$ cat src/rtl/lru_tracker_if.sv
// Request/query bundle for lru_tracker: touch and invalidate strobes plus the
// set-indexed lru/mru read port and the error pulse.
interface lru_tracker_if #(
  parameter int WAYS = 4,
  parameter int SETS = 4
);
  localparam int WAY_W = (WAYS > 2) ? $clog2(WAYS) : 1;
  localparam int SET_W = (SETS > 1) ? $clog2(SETS) : 1;

  // Requests are single-cycle strobes with no ready: whatever touch_we/inval_we
  // hold at a falling clock edge is taken (or rejected with err) on that edge.
  logic             touch_we;
  logic [SET_W-1:0] touch_set;
  logic [WAY_W-1:0] touch_way;
  logic             inval_we;
  logic [SET_W-1:0] inval_set;
  logic [WAY_W-1:0] inval_way;
  logic [SET_W-1:0] rd_set;
  logic [WAY_W-1:0] lru_way;
  logic [WAY_W-1:0] mru_way;
  logic             err;

  modport master (
    output touch_we, touch_set, touch_way, inval_we, inval_set, inval_way, rd_set,
    input  lru_way, mru_way, err
  );

  modport slave (
    input  touch_we, touch_set, touch_way, inval_we, inval_set, inval_way, rd_set,
    output lru_way, mru_way, err
  );
endinterface

$ cat src/rtl/lru_tracker.sv
// Per-set true-LRU ordering: each set keeps a permutation of way indices,
// slot 0 = LRU, slot WAYS-1 = MRU. State updates on the falling clock edge.
module lru_tracker #(
  parameter int WAYS = 4,
  parameter int SETS = 4
) (
  input  logic         CLK,
  input  logic         RST_N,
  lru_tracker_if.slave bus
);
  localparam int WAY_W = (WAYS > 2) ? $clog2(WAYS) : 1;
  localparam int SET_W = (SETS > 1) ? $clog2(SETS) : 1;

  typedef logic [WAY_W-1:0] way_t;

  way_t slot_q [SETS][WAYS];
  way_t slot_d [SETS][WAYS];
  logic err_q;

  logic touch_ok;
  logic inval_ok;
  logic inval_apply;
  logic err_d;
  logic seen;
  way_t lru_rd;
  way_t mru_rd;

  always_comb begin
    touch_ok    = bus.touch_we && (int'(bus.touch_way) < WAYS) && (int'(bus.touch_set) < SETS);
    inval_ok    = bus.inval_we && (int'(bus.inval_way) < WAYS) && (int'(bus.inval_set) < SETS);
    // A touch wins over an invalidate aimed at the same set; that is not an error.
    inval_apply = inval_ok && !(touch_ok && (bus.touch_set == bus.inval_set));
    err_d       = (bus.touch_we && !touch_ok) || (bus.inval_we && !inval_ok);
  end

  always_comb begin
    slot_d = slot_q;
    seen   = 1'b0;
    for (int s = 0; s < SETS; s++) begin
      if (touch_ok && (bus.touch_set == SET_W'(s))) begin
        seen = 1'b0;
        for (int i = 0; i < WAYS - 1; i++) begin
          seen = seen | (slot_q[s][i] == bus.touch_way);
          if (seen) slot_d[s][i] = slot_q[s][i+1];
        end
        slot_d[s][WAYS-1] = bus.touch_way;
      end
      // Mirror image of touch: everything below the hit shifts up one slot.
      if (inval_apply && (bus.inval_set == SET_W'(s))) begin
        seen = 1'b0;
        for (int i = WAYS - 1; i > 0; i--) begin
          seen = seen | (slot_q[s][i] == bus.inval_way);
          if (seen) slot_d[s][i] = slot_q[s][i-1];
        end
        slot_d[s][0] = bus.inval_way;
      end
    end
  end

  always_ff @(negedge CLK or negedge RST_N) begin
    if (!RST_N) begin
      for (int s = 0; s < SETS; s++) begin
        for (int i = 0; i < WAYS; i++) begin
          slot_q[s][i] <= way_t'(i);
        end
      end
      err_q <= 1'b0;
    end else begin
      slot_q <= slot_d;
      err_q  <= err_d;
    end
  end

  always_comb begin
    lru_rd = '0;
    mru_rd = '0;
    for (int s = 0; s < SETS; s++) begin
      if (bus.rd_set == SET_W'(s)) begin
        lru_rd = slot_q[s][0];
        mru_rd = slot_q[s][WAYS-1];
      end
    end
  end

  assign bus.lru_way = lru_rd;
  assign bus.mru_way = mru_rd;
  assign bus.err     = err_q;
endmodule

$ cat src/flat_wrapper.sv
// flat-port wrapper written by rule: the top's interface ports become plain ports
module lru_tracker_flat 
#(
  parameter int WAYS = 4,
  parameter int SETS = 4
)
  (CLK, RST_N, bus_touch_we, bus_touch_set, bus_touch_way, bus_inval_we, bus_inval_set, bus_inval_way, bus_rd_set, bus_lru_way, bus_mru_way, bus_err);
  lru_tracker_if #(.WAYS(WAYS), .SETS(SETS)) bus_i ();
  input  logic CLK;
  input  logic RST_N;
  input wire logic [$bits(bus_i.touch_we)-1:0] bus_touch_we;
  input wire logic [$bits(bus_i.touch_set)-1:0] bus_touch_set;
  input wire logic [$bits(bus_i.touch_way)-1:0] bus_touch_way;
  input wire logic [$bits(bus_i.inval_we)-1:0] bus_inval_we;
  input wire logic [$bits(bus_i.inval_set)-1:0] bus_inval_set;
  input wire logic [$bits(bus_i.inval_way)-1:0] bus_inval_way;
  input wire logic [$bits(bus_i.rd_set)-1:0] bus_rd_set;
  output wire logic [$bits(bus_i.lru_way)-1:0] bus_lru_way;
  output wire logic [$bits(bus_i.mru_way)-1:0] bus_mru_way;
  output wire logic [$bits(bus_i.err)-1:0] bus_err;
  assign bus_i.touch_we = bus_touch_we;
  assign bus_i.touch_set = bus_touch_set;
  assign bus_i.touch_way = bus_touch_way;
  assign bus_i.inval_we = bus_inval_we;
  assign bus_i.inval_set = bus_inval_set;
  assign bus_i.inval_way = bus_inval_way;
  assign bus_i.rd_set = bus_rd_set;
  assign bus_lru_way = bus_i.lru_way;
  assign bus_mru_way = bus_i.mru_way;
  assign bus_err = bus_i.err;
  lru_tracker #(.WAYS(WAYS), .SETS(SETS)) u_core (.CLK(CLK), .RST_N(RST_N), .bus(bus_i));
endmodule
$ cat config.mk
export PLATFORM = sky130hd
export DESIGN_NAME = lru_tracker_flat
export DESIGN_NICKNAME = d
export VERILOG_FILES = /design/src/rtl/lru_tracker_if.sv /design/src/rtl/lru_tracker.sv /design/src/flat_wrapper.sv
export SDC_FILE = /design/constraint.sdc
export NUM_CORES = 1
export LEC_CHECK = 0
export BUFFER_PORTS_ARGS = -buffer_cell sky130_fd_sc_hd__buf_2
export CAP_MARGIN = 20
export CORE_UTILIZATION = 50
export CTS_BUF_LIST = sky130_fd_sc_hd__clkbuf_8 sky130_fd_sc_hd__clkbuf_16
export CTS_CLUSTER_SIZE = 25
export DETAILED_ROUTE_END_ITERATION = 6
export GPL_ROUTABILITY_DRIVEN = 1
export PLACE_DENSITY_LB_ADDON = 0.08
export SLEW_MARGIN = 5
export SYNTH_ARGS = -nofsm -noshare
export SYNTH_HDL_FRONTEND = slang
export SYNTH_SLANG_ARGS = --single-unit
$ cat constraint.sdc
create_clock -name CLK -period 2 [get_ports CLK]
set_clock_uncertainty 0.1 [all_clocks]
set_input_delay 0.3 -clock CLK [delete_from_list [all_inputs] [get_ports CLK]]
set_output_delay 0.3 -clock CLK [all_outputs]
set_load 0.02 [all_outputs]
# Yosys cells after proc, flatten, opt, wreduce, memory -nomap -nowiden

Cells that the tools add are included.

Equality and inequality tests: 34
Mux-type cells: 40
Bitwise operators: 16
Reductions and logical operators: 26

Operators with widths:

| cell                                          | count |
|---|---|
| 2-to-1 mux 2 bit                              | 32 |
| 2-to-1 mux 8 bit                              | 8 |
| == test 2 bit                                 | 25 |
| OR 1 bit                                      | 16 |
| nonzero test 2 bit                            | 8 |
| == test 2 bit, second input constant          | 6 |
| logical AND 1 bit                             | 10 |
| AND reduction 2 bit                           | 4 |
| == test 2 x 1 -> 1 bit, second input constant | 3 |
| logical NOT 2 bit                             | 3 |
| logical NOT 1 bit                             | 1 |

Register bits after elaboration: 32
Output and inout bits: 5
Word-level logic and storage cells: 132

# Logic depth before layout (Yosys ltp)

Gate-level depths: netlist (run 1).

Depth in word-level cells: 7
Mapped depth: 6

==> results.toml, run 1 <==
[status]
status = "finished, violations left"
violations = "setup timing"

[timing]
hold_violations = 0
drv_slew = 0
rsz0062_at_grt = "true"
finalSetupViolations = 36
fin_ws_ns = -0.803

[setup_path]
r2r_slack_ns = 0.18
crit_cells = 2
reg2reg_from = "u_core.slot_q[17]$_DFF_NN1_"
slowest_stage = "mux4_2"
r2r_end = "u_core.slot_q[21]$_DFF_NN0_"
cp_max_fo = 2
arrival_ns = 2.40
cpLargestDelayFamily = "multiplexers"
worstSetupPathType = "register to output port"
max_stage_delay_ns = 0.46
crit_chain = "mux4_2, buf_6"
cp-end-kind = "output port"
startpoint_type = "register"
rr_worst_depth = 7
cp_data_required_time_ns = 1.60
cp_num_buf_inv = 1

[route]
drc = 0
viasPerCell = 6.39
drt_iter0_drc = 309
num_vias = 2900
wl_um = 9940
first_pass_iters = 6
ant_nets = 0
wl_per_cell_um = 21.9

[pwr]
p_per_area_mw_per_mm2 = 1170
p_int_mw = 2.75
leakagePower_nw = 1.81
power_frac_comb_pct = 56.3
power.share.sequential_pct = 29.5
p_sw_mw = 2.20
p_clk_share_pct = 14.2
ir_worst_vdd_uv = 665
swShare_pct = 44.4

[placed_design]
gp_congestion = 0.868
post-place-ws_ns = -0.752
placed_cells = 407
hpwl_um = 5440
io_buffers = 17

[synthesis]
synthArstFlopShare_pct = 100
synth.avg_cell_area_um2 = 9.23
yosysWarnings = 0
syn_nets = 289
synth_cell_types = 38
dominantRegCellSynth = "dfstp_2"
yosys.area.top_type = "dfstp_2"
synth_common_cells = "nand2_1 (32), o21ai_0 (24), xnor2_1 (24), xor2_1 (24), nand3_1 (19)"
synth_seq_cells = 32
synth.area.top_cells = "dfstp_2 (17%), dfrtn_1 (16%), xnor2_1 (8.3%), xor2_1 (8.3%), o21ai_0 (4.7%)"
yosysSeqAreaShare_pct = 32.3
syn_inst = 275
yosysMostFrequentCell = "nand2_1"
syn_area_mm2 = 0.00254
synth_edf_count = 0
yosysTopAreaCellShare_pct = 16.6

[grt]
grt_pass1_wl_um = 14100
grt_pass1_vias = 2772
antenna_found_initial = 0
grt_max_degree = 33
grt_remaining_overflow = 0
track_usage_pct = 35.8

[cts]
clock_latency_ns = 0.40
h-tree-depth = 2
numCtsBuffers = 5
postCtsHoldBufs = 0
cts_sinks = 32
cts_tree = "done"
path_clk_slew_ns = 0.10
cts-root-buf = "clkbuf_8"
clk_path_buf_depth = 2

[floorplanning]
core_area_mm2 = 0.00482
rows = 25
die_x_um = 73.3
die_h_um = 73.3
initial_core_util_pct = 52.7
io_pins = 19
fp.dieArea_mm2 = 0.00537

[hold_path]
hp-class = "register to register"
whs_path_depth = 2
hold_end = "u_core.slot_q[20]$_DFF_NN1_"
min_from = "u_core.slot_q[18]$_DFF_NN0_"

[finish]
diodes = 0
largest-register = "u_core.slot_q"
area_growth_pct = 66.2
top_regs = "u_core.slot_q x32"
drive_above_1_share_pct = 51.2
fin_cells = 454
final_nets = 400
largest_reg_flops = 32

[flow_run]
maxCapViolCount = 0
==> power by group through the flow <==
stage | registers (mW) | clock network (mW) | logic [mW]
after floorplan | 1.32 | 0.0521 | 1.39
after global placement | 1.38 | 0.0521 | 1.96
after detailed placement | 1.38 | 0.0521 | 2.02
after CTS | 1.39 | 0.641 | 2.43
after global routing | 1.48 | 0.743 | 2.94
final | 1.46 | 0.704 | 2.78
==> worst min-delay path, stage by stage, from the launching register on <==
cell and delay (ns):
dfrtn_1 0.42, nand3_1 0.10, a31oi_1 0.08
==> stage by stage <==
step           TNS (ns)  hold WS (ns)  total power, mW  cell area [um^2]  utilization [%]
6_report         -11.00         0.454             4.95              4220             87.6
5_1_grt          -12.28         0.476             5.16              4220             87.6
4_1_cts           -9.73         0.446             4.46              4040             83.9
3_5_place_dp     -22.60         0.449             3.46              3300             68.6
3_3_place_gp     -21.84         0.452             3.39              3300             68.6
2_1_floorplan    -16.11         0.424             2.76              2810                -
==> layer usage <==
layer | vias to the layer above | track usage (%) | wire length, um
met1 | 1420 | 44.3 | 3870
met4 | 0 | 15.3 | 471
met3 | 49 | 6.31 | 676
li1 | 1241 | - | -
met2 | 190 | 61.3 | 4920
met5 | - | 0 | 0
==> how the worst max path moves through the flow <==
stage,startpoint,endpoint
final,u_core.slot_q[8]$_DFF_NN1_,bus_mru_way[0]
after global routing,u_core.slot_q[8]$_DFF_NN1_,bus_mru_way[0]
after CTS,u_core.slot_q[16]$_DFF_NN1_,bus_mru_way[0]
after detailed placement,bus_touch_we,u_core.slot_q[24]$_DFF_NN1_
after global placement,bus_touch_we,u_core.slot_q[25]$_DFF_NN1_
after floorplan,bus_touch_we,u_core.slot_q[24]$_DFF_NN1_
==> kinds of logic (layout without fill, tap and decap cells) <==
group | count (synthesis) | in the layout | share of synthesized area, %
compound gates | 80 | 80 | 21.1
simple gates | 78 | 78 | 15.8
xor+xnor | 48 | 48 | 16.6
flops | 32 | 32 | 32.3
mux | 22 | 22 | 11.4
buf+inv | 14 | 126 | 2.66
other cells | 1 | 1 | 0.148
==> area by class of cell <==
class	count	area [um^2]
fill	248	597
multi-input combinational	229	2140
timing repair buffer	102	1020
tap	67	83.8
clock buffer	6	82.6
sequential	32	821
clock inverter	18	67.6
==> cell usage in the layout (no fill, tap or decap), types with 3 or more instances in the layout <==
cell | netlist | layout
o211ai_1 | 16 | 16
a21o_1 | 4 | 4
xor2_1 | 24 | 13
inv_1 | 1 | 17
xnor2_4 | 0 | 4
buf_6 | 0 | 21
o22ai_2 | 0 | 3
dfstp_2 | 16 | 16
o21ai_0 | 24 | 7
a211oi_1 | 8 | 6
a22o_1 | 4 | 3
o22a_1 | 4 | 3
o21a_1 | 4 | 4
o21ai_1 | 0 | 12
dfrtn_1 | 16 | 16
mux4_2 | 4 | 4
and3_4 | 0 | 5
or3_4 | 2 | 3
nand2_1 | 32 | 31
buf_12 | 0 | 7
nor2_1 | 5 | 4
clkbuf_8 | 0 | 6
xor2_2 | 0 | 9
buf_2 | 9 | 5
xnor2_2 | 0 | 7
mux2i_1 | 8 | 8
nor3_4 | 0 | 5
a31oi_1 | 8 | 8
buf_16 | 0 | 3
nand3_4 | 0 | 3
nand3_1 | 19 | 16
xnor2_1 | 24 | 13
mux2_4 | 2 | 10
buf_8 | 0 | 6
buf_4 | 1 | 60
o21ai_2 | 0 | 5
==> repair_timing <==
item                       in CTS  in global routing
pin swaps                      34                 17
buffers inserted               14                 11
setup endpoints to repair      36                 36
gates cloned                    2                  0
gates resized for setup       101                 22
No activity file was read; power rests on OpenSTA's default activity.
==> run 2: changes to the inputs <==
--- a/config.mk
+++ b/config.mk
@@ -5,6 +5,7 @@
 export SDC_FILE = /design/constraint.sdc
 export NUM_CORES = 1
 export LEC_CHECK = 0
+export ABC_AREA = 0
 export BUFFER_PORTS_ARGS = -buffer_cell sky130_fd_sc_hd__buf_2
 export CAP_MARGIN = 20
 export CORE_UTILIZATION = 50
@@ -12,6 +13,7 @@
 export CTS_CLUSTER_SIZE = 25
 export DETAILED_ROUTE_END_ITERATION = 6
 export GPL_ROUTABILITY_DRIVEN = 1
+export MAX_ROUTING_LAYER = met4
 export PLACE_DENSITY_LB_ADDON = 0.08
 export SLEW_MARGIN = 5
 export SYNTH_ARGS = -nofsm -noshare
==> run 2 against run 1 <==
  * The flow still finishes with violations (setup timing)
  * Hold slack improved by 0.00088 ns
  * Critical path depth did not move
  * Utilization did not move
  * Worst setup slack got worse by 0.027 ns
  * Register-to-register slack barely moved
  * Sequential power barely moved
  * Global-route usage rose by 1.1 points
  * Sequential share of layout area did not move
  * Power rose by 0.19%
  * Non-clock buffer count did not move
  * Cell area did not move
  * Die area did not move
  * Largest cell class unchanged
==> results.toml, run 2 (synthesis gave the netlist of run 1 again) <==
[status]
status = "finished, violations left"
violations = "setup timing"

[route]
drc = 0
drt_iter0_drc = 302
first_pass_iters = 5
wl_per_cell_um = 21.8
ant_nets = 0
wl_um = 9900
num_vias = 2900
viasPerCell = 6.39

[placed_design]
post-place-ws_ns = -0.752
hpwl_um = 5440
placed_cells = 407
io_buffers = 17
gp_congestion = 0.882
detailed_place.area_mm2 = 0.00330

[setup_path]
crit_cells = 2
max_stage_delay_ns = 0.46
rr_worst_depth = 7
crit_chain = "mux4_2, buf_6"
cp-end-kind = "output port"
r2r_slack_ns = 0.19
cp_max_fo = 2
arrival_ns = 2.43
cp_data_required_time_ns = 1.60
cpLargestDelayFamily = "multiplexers"
worstSetupPathType = "register to output port"
startpoint_type = "register"
slowest_stage = "mux4_2"
cp_num_buf_inv = 1

[finish]
top_regs = "u_core.slot_q x32"
fin_cells = 454
final_nets = 400
final_common_cell = "buf_4"
final_cell_mix = "buf_4 (60), nand2_1 (31), buf_6 (21)"
final_cell_area_mm2 = 0.00422
diodes = 0
largest-register = "u_core.slot_q"
drive_above_1_share_pct = 51.2
area_growth_pct = 66.2
largest_reg_flops = 32

[floorplanning]
die_h_um = 73.3
fp.dieArea_mm2 = 0.00537
initial_core_util_pct = 52.7
core_area_mm2 = 0.00482
die_x_um = 73.3
io_pins = 19
rows = 25

[pwr]
power_mw = 4.96
p_per_area_mw_per_mm2 = 1170
leakagePower_nw = 1.81
ir_worst_vdd_uv = 669

[timing]
drv_slew = 0
setup_tns_ns = -11.06
fin_ws_ns = -0.829
hold_violations = 0
finalSetupViolations = 36
rsz0062_at_grt = "true"

[hold_path]
whs_path_depth = 2
hp-class = "register to register"

[cts]
path_clk_slew_ns = 0.12
h-tree-depth = 2
clk_path_buf_depth = 2
clock_latency_ns = 0.42
postCtsHoldBufs = 0
cts_sinks = 32
cts-root-buf = "clkbuf_8"
numCtsBuffers = 5
cts_tree = "done"

[grt]
grt_max_degree = 33
track_usage_pct = 36.9
use_met2_pct = 61.4
grt_remaining_overflow = 0
grtUsageMet3_pct = 6.31
grt_use_met1_pct = 44.4
busiest_layer = "met2"
grt_pass1_vias = 2756
grt_pass1_wl_um = 14100
antenna_found_initial = 0

[flow_run]
maxCapViolCount = 0
[run 2: layout make-up]
| type | instances | area (um^2) |
|---|---|---|
| timing repair buffer | 102 | 1020 |
| multi-input combinational | 229 | 2140 |
| tap | 67 | 83.8 |
| fill | 248 | 597 |
| clock inverter | 18 | 67.6 |
| sequential | 32 | 821 |
| clock buffer | 6 | 82.6 |
[run 2: stage by stage]
stage               utilization [%]  hold WS [ns]
finish                         87.6         0.454
global route                   87.6         0.476
CTS                            83.9         0.446
detailed placement             68.6         0.449
global placement               68.6         0.452
floorplan                         -         0.424
[run 2: worst paths after layout]
kind / endpoint / startpoint
setup / recovery: bus_mru_way[0] / u_core.slot_q[8]$_DFF_NN1_
hold / removal: u_core.slot_q[19]$_DFF_NN1_ / u_core.slot_q[19]$_DFF_NN1_
setup reg to reg: u_core.slot_q[21]$_DFF_NN0_ / u_core.slot_q[16]$_DFF_NN1_
hold reg to reg: u_core.slot_q[19]$_DFF_NN1_ / u_core.slot_q[19]$_DFF_NN1_
max in group asynchronous: u_core.slot_q[12]$_DFF_NN1_ / RST_N
min in group asynchronous: u_core.slot_q[30]$_DFFE_NN0P_ / RST_N
[run 2: per-layer routing]
layer	vias up	routed length, um	share of wire (%)
li1	1236	-	-
met1	1430	3930	40
met2	192	4930	50
met3	42	632	6.4
met4	0	397	4.0
met5	-	0	0
[run 2: worst reg2reg max path, stage by stage (launching register included)]
cell and delay, ns:
dfstp_2 0.56, buf_4 0.14, xnor2_1 0.13, a22oi_1 0.11, buf_4 0.17, buf_4 0.13
a211oi_2 0.20, a31oi_1 0.06
[run 2: report_power, final]
| part | switching, mW | internal, mW | leakage, nW |
|---|---|---|---|
| clock | 0.400 | 0.314 | 0.135 |
| sequential | 0.444 | 1.01 | 0.366 |
| combinational | 1.36 | 1.42 | 1.30 |
| total | 2.20 | 2.75 | 1.81 |
[run 2: what timing repair did]
action                                 CTS  global route
pin swaps                               34            17
gates resized for setup                101            22
buffers inserted                        14            11
setup endpoints to repair               36            36
cloned                                   2             0
endpoints found under the hold margin    0             0
